### src/rtl/rf_op_sequencer.sv
// rf_op_sequencer: four-state ALU sequencer that reads two registers, computes, and writes back to an 8x8 register file.
module rf_op_sequencer #(
  parameter int DATA_W = 8,
  parameter int ADDR_W = 3
) (
  input  logic              Clk,
  input  logic              Reset,
  input  logic              in_valid,
  output logic              in_ready,
  input  logic [2:0]        op,
  input  logic [ADDR_W-1:0] rd,
  input  logic [ADDR_W-1:0] rs,
  input  logic [ADDR_W-1:0] rt,
  input  logic [DATA_W-1:0] imm,
  output logic [ADDR_W-1:0] RX,
  output logic [ADDR_W-1:0] RY,
  input  logic [DATA_W-1:0] busX,
  input  logic [DATA_W-1:0] busY,
  output logic              WEN,
  output logic [ADDR_W-1:0] RW,
  output logic [DATA_W-1:0] busW,
  output logic              out_valid,
  output logic [DATA_W-1:0] out_data,
  output logic              out_carry,
  output logic              out_zero
);
  typedef enum logic [1:0] {IDLE, READ, EXEC, WRITE} state_t;
  state_t state;
  logic [2:0]        op_q;
  logic [ADDR_W-1:0] rd_q;
  logic [DATA_W-1:0] imm_q, op_a, op_b;
  logic [DATA_W:0]   alu, shr;
  // Bit DATA_W of alu carries the carry/borrow; shifts pad one extra bit to catch the last bit out
  assign shr = {op_a, 1'b0} >> op_b[2:0];
  always_comb begin
    alu = '0;
    case (op_q)
      3'd0: alu = {1'b0, op_a} + {1'b0, op_b};
      3'd1: alu = {1'b0, op_a} - {1'b0, op_b};
      3'd2: alu = {1'b0, op_a & op_b};
      3'd3: alu = {1'b0, op_a | op_b};
      3'd4: alu = {1'b0, op_a ^ op_b};
      3'd5: alu = {1'b0, op_a} << op_b[2:0];
      3'd6: alu = {shr[0], shr[DATA_W:1]};
      3'd7: alu = {1'b0, imm_q};
    endcase
  end
  always_ff @(posedge Clk) begin
    if (Reset) begin
      state     <= IDLE;
      in_ready  <= 1'b1;
      WEN       <= 1'b0;
      out_valid <= 1'b0;
      RX        <= '0;
      RY        <= '0;
      RW        <= '0;
      busW      <= '0;
      out_data  <= '0;
      out_carry <= 1'b0;
      out_zero  <= 1'b0;
    end else begin
      case (state)
        IDLE: if (in_valid) begin
          state    <= READ;
          in_ready <= 1'b0;
          op_q     <= op;
          rd_q     <= rd;
          imm_q    <= imm;
          RX       <= rs;
          RY       <= rt;
        end
        READ: begin
          op_a  <= busX;
          op_b  <= busY;
          state <= EXEC;
        end
        EXEC: begin
          state     <= WRITE;
          WEN       <= rd_q != '0;
          RW        <= rd_q;
          busW      <= alu[DATA_W-1:0];
          out_data  <= alu[DATA_W-1:0];
          out_carry <= alu[DATA_W];
          out_zero  <= alu[DATA_W-1:0] == '0;
          out_valid <= 1'b1;
        end
        WRITE: begin
          state     <= IDLE;
          WEN       <= 1'b0;
          out_valid <= 1'b0;
          in_ready  <= 1'b1;
        end
      endcase
    end
  end
endmodule

### config.mk
export PLATFORM = sky130hd
export DESIGN_NAME = rf_op_sequencer
export DESIGN_NICKNAME = d
export VERILOG_FILES = /design/src/rtl/rf_op_sequencer.sv
export SDC_FILE = /design/constraint.sdc
export NUM_CORES = 1
export LEC_CHECK = 0
export ABC_AREA = 0
export BUFFER_PORTS_ARGS = -buffer_cell sky130_fd_sc_hd__buf_2
export CAP_MARGIN = 25
export CORE_MARGIN = 2
export CORE_UTILIZATION = 40
export CTS_BUF_LIST = sky130_fd_sc_hd__clkbuf_16
export CTS_CLUSTER_SIZE = 20
export DETAILED_ROUTE_END_ITERATION = 7
export PLACE_DENSITY_LB_ADDON = 0.08
export SETUP_SLACK_MARGIN = 0.4
export SLEW_MARGIN = 0
export SYNTH_ARGS = -nofsm -noshare
export SYNTH_HDL_FRONTEND = slang
export SYNTH_SLANG_ARGS = --single-unit
### constraint.sdc
create_clock -name Clk -period 6.4 [get_ports Clk]
set_input_delay 0.64 -clock Clk [delete_from_list [all_inputs] [get_ports Clk]]
set_output_delay 0.64 -clock Clk [all_outputs]
set_load 0.005 [all_outputs]
==> results.sh <==
export IMPL_status="finished clean"
export IMPL_yosysTopAreaCellShare_pct=25.0
export IMPL_start_kind="flop"
export IMPL_cts_tree="yes"
export IMPL_gr_usage_met1_pct=24.6
export IMPL_io_pins=69
export IMPL_cts_sinks=54
export IMPL_yosysMostFrequentCell="nor2_1"
export IMPL_cp_slowest_cell="edfxtp_1"
export IMPL_routed_wl_mm=8.86
export IMPL_yosys_warnings=0
export IMPL_irDropWorstVdd_mv=0.134
export IMPL_grt_use_met2_pct=31.5
export IMPL_startpoint="op_b[1]$_DFFE_PP_"
export IMPL_fin_nets=507
export IMPL_synth_simple_area_share_pct=17.3
export IMPL_syn_to_final_growth_pct=13.8
export IMPL_fillers=874
export IMPL_slew_violations=0
export IMPL_max_cap_viol_count=0
export IMPL_worstPathMaxFanout=22
export IMPL_ys_flop_type="edfxtp_1"
export IMPL_cts_buffers=5
export IMPL_grt_use_total_pct=18.7
export IMPL_fin_crit_sh_pct=58.5
export IMPL_firstDrtPassIters=4
export IMPL_p_leak_nw=1.78
export IMPL_antenna_found_initial=0
export IMPL_cts_resized=0
export IMPL_grt_max_degree=36
export IMPL_drive_gt1_share_pct=20.3
export IMPL_placed_cell_area_um2=3940
export IMPL_antenna_cells=0
export IMPL_synth_top_family_by_area="simple AND/OR/NAND/NOR gates"
export IMPL_rsz0062_at_grt="false"
export IMPL_drc=0
export IMPL_worstReg2RegStart="op_b[1]$_DFFE_PP_"
export IMPL_syn_cell_area_um2=3600
export IMPL_critical_path_max_stage_delay_ns=0.76
export IMPL_ys_ff_latch=54
export IMPL_fin_ws_ns=2.66
export IMPL_worst_pin_slew_ns=0.997
export IMPL_min_from="RX[0]$_SDFFE_PP0P_"
export IMPL_synth_xor_area_share_pct=2.43
export IMPL_synthArstFlopShare_pct=0
export IMPL_synthTopCellsByArea="edfxtp_1 25%, dfxtp_1 13%, ha_1 10%"
export IMPL_root_buffer="clkbuf_16"
export IMPL_fin_crit_ns=3.74
export IMPL_hold_viol=0
export IMPL_synth_edff_count=30
export IMPL_insertion_delay_ns=0.30
export IMPL_post_dp_hpwl_mm=6.58
export IMPL_rows=34
export IMPL_synth_nets=457
export IMPL_synth_common_cells="47 x nor2_1, 30 x edfxtp_1, 30 x ha_1"
export IMPL_cp_arrival_ns=3.94
export IMPL_path_clk_slew_ns=0.08
export IMPL_syn_avg_cell_area_um2=9.31
export IMPL_synth_top_area_cell="edfxtp_1"
export IMPL_port_buffers=68
export IMPL_ant_nets=0
export IMPL_finClkSkew_ns=0.0106
export IMPL_grt_overflow=0
export IMPL_cp_required_ns=6.59
export IMPL_worstPathCellList="clkinv_1 > ha_1 > and3_1 > nor2_1 > xnor2_1 > ha_1 > and3_1 > a21oi_1 > a31oi_1 > a211oi_1 > nor2_1 > and4_1 > a32o_1"
export IMPL_muxShareOfSynthArea_pct=7.09
export IMPL_yosysUniqueCellTypes=62
export IMPL_synthCells=387
export IMPL_via_per_inst=5.42
export IMPL_hold_class="flop to flop"
export IMPL_place_worst_setup_slack_ns=2.73
export IMPL_timing_slew_headroom_pct=33.6
export IMPL_routedWlPerCell_um=16.2
export IMPL_globalRoute_busiestLayer="met2"
export IMPL_die_x_um=98.9
export IMPL_fp_coreArea_um2=8720
export IMPL_placedCellCount=538
export IMPL_finalSetupViolCount=0
export IMPL_drt_iter0_markers=285
export IMPL_final_cell_area_um2=4100
export IMPL_die_y_um=98.9
export IMPL_path_class="flop to flop"
export IMPL_cts_htree_levels=2
export IMPL_finalSetupTns_ns=0
export IMPL_synthAdderAreaFrac_pct=11.0
export IMPL_final_cells=546
export IMPL_ys_seq_area_share_pct=38.3
export IMPL_pwr_density_cell_nw_per_um2=326
export IMPL_die_area_um2=9780
export IMPL_vias=2962
export IMPL_start_util_pct=41.3
export IMPL_cts_setup_buffers=0
export IMPL_worst_setup_path_end_kind="flop"
export IMPL_gp_congestion=0.904
export IMPL_use_met3_pct=2.55
export IMPL_synth_compound_area_share_pct=17.1
export IMPL_ctsHoldBuffers=0
export IMPL_cts_buffer_depth=2
export IMPL_grt_pass1_vias=2873
export IMPL_fmax_mhz=267
export IMPL_grt_pass1_wl_mm=14.6
flip-flops by register name, summed over array words and instances (netlist names):
signal	count
op_b	8
state	2
out_data	8
rd_q	3
RY	3
WEN	1
out_valid	1
in_ready	1
RW	3
out_zero	1
out_carry	1
op_a	8
op_q	3
imm_q	8
RX	3
routing by layer:
metal	share of wire, %	wire [um]
met4	1.8	158
met1	44	3870
met3	5.1	450
met5	0	0
met2	49	4380
worst paths after layout:
kind	end	slack [ns]	depth (start not counted)
max reg2reg	out_zero$_SDFFE_PP0P_	2.66	13
min reg2reg	RX[0]$_SDFFE_PP0P_	0.45	2
max	out_zero$_SDFFE_PP0P_	2.66	13
min	RX[0]$_SDFFE_PP0P_	0.45	2
through the flow:
stage	total power, W	utilization (%)	hold WS [ns]
global route	0.00144	47.0	0.483
detailed placement	0.00106	45.2	0.445
finish	0.00133	47.0	0.451
CTS	0.00135	47.0	0.456
global placement	0.00106	45.2	0.440
floorplan	0.000910	-	0.453
worst max-delay path: cells and delay by family (launching register included):
| family | cells | cell delay (ns) |
|---|---|---|
| buf+inv | 1 | 0.45 |
| xor+xnor | 1 | 0.13 |
| simple gates | 5 | 0.82 |
| compound gates | 4 | 0.85 |
| flops | 1 | 0.76 |
| fa+ha+maj | 2 | 0.63 |
cell families (layout without fill, tap and decap cells):
kind of cell | after synthesis | count (layout)
adder cells (fa/ha/maj) | 31 | 31
multiplexers | 23 | 23
flip-flops | 54 | 54
AO/OA/AOI/OAI | 87 | 87
buffers and inverters | 51 | 102
XOR/XNOR | 10 | 10
AND/OR/NAND/NOR | 131 | 131
cell type report:
type,instances,area (um2),area share [%]
clock buffers,5,125,3.05
repair buffers,71,363,8.85
clock inverters,3,28.8,0.702
well taps,108,135,3.30
flip-flops and latches,54,1380,33.7
inverters,23,86.3,2.11
multi-input cells,282,1980,48.3
report_power, final:
| part | total [W] | internal, W | switching [W] |
|---|---|---|---|
| sequential | 0.000521 | 0.000446 | 0.0000752 |
| combinational | 0.000528 | 0.000236 | 0.000292 |
| clock | 0.000285 | 0.000150 | 0.000135 |
placed cells by master (no fill, tap or decap), types with 6 or more instances in the layout:
cell type,Yosys,routed
edfxtp_1,30,30
a211oi_1,12,12
o21ai_0,14,14
nor2_1,47,47
xnor2_1,9,9
nand2_1,27,27
buf_2,8,68
inv_1,21,21
and3_1,7,7
mux2i_1,18,18
ha_1,30,30
nand2b_1,14,14
dfxtp_1,24,24
a21oi_1,18,18
a31oi_1,6,6
nor2b_1,8,8
nand3_1,11,11
No activity file was read; power rests on OpenSTA's default activity.
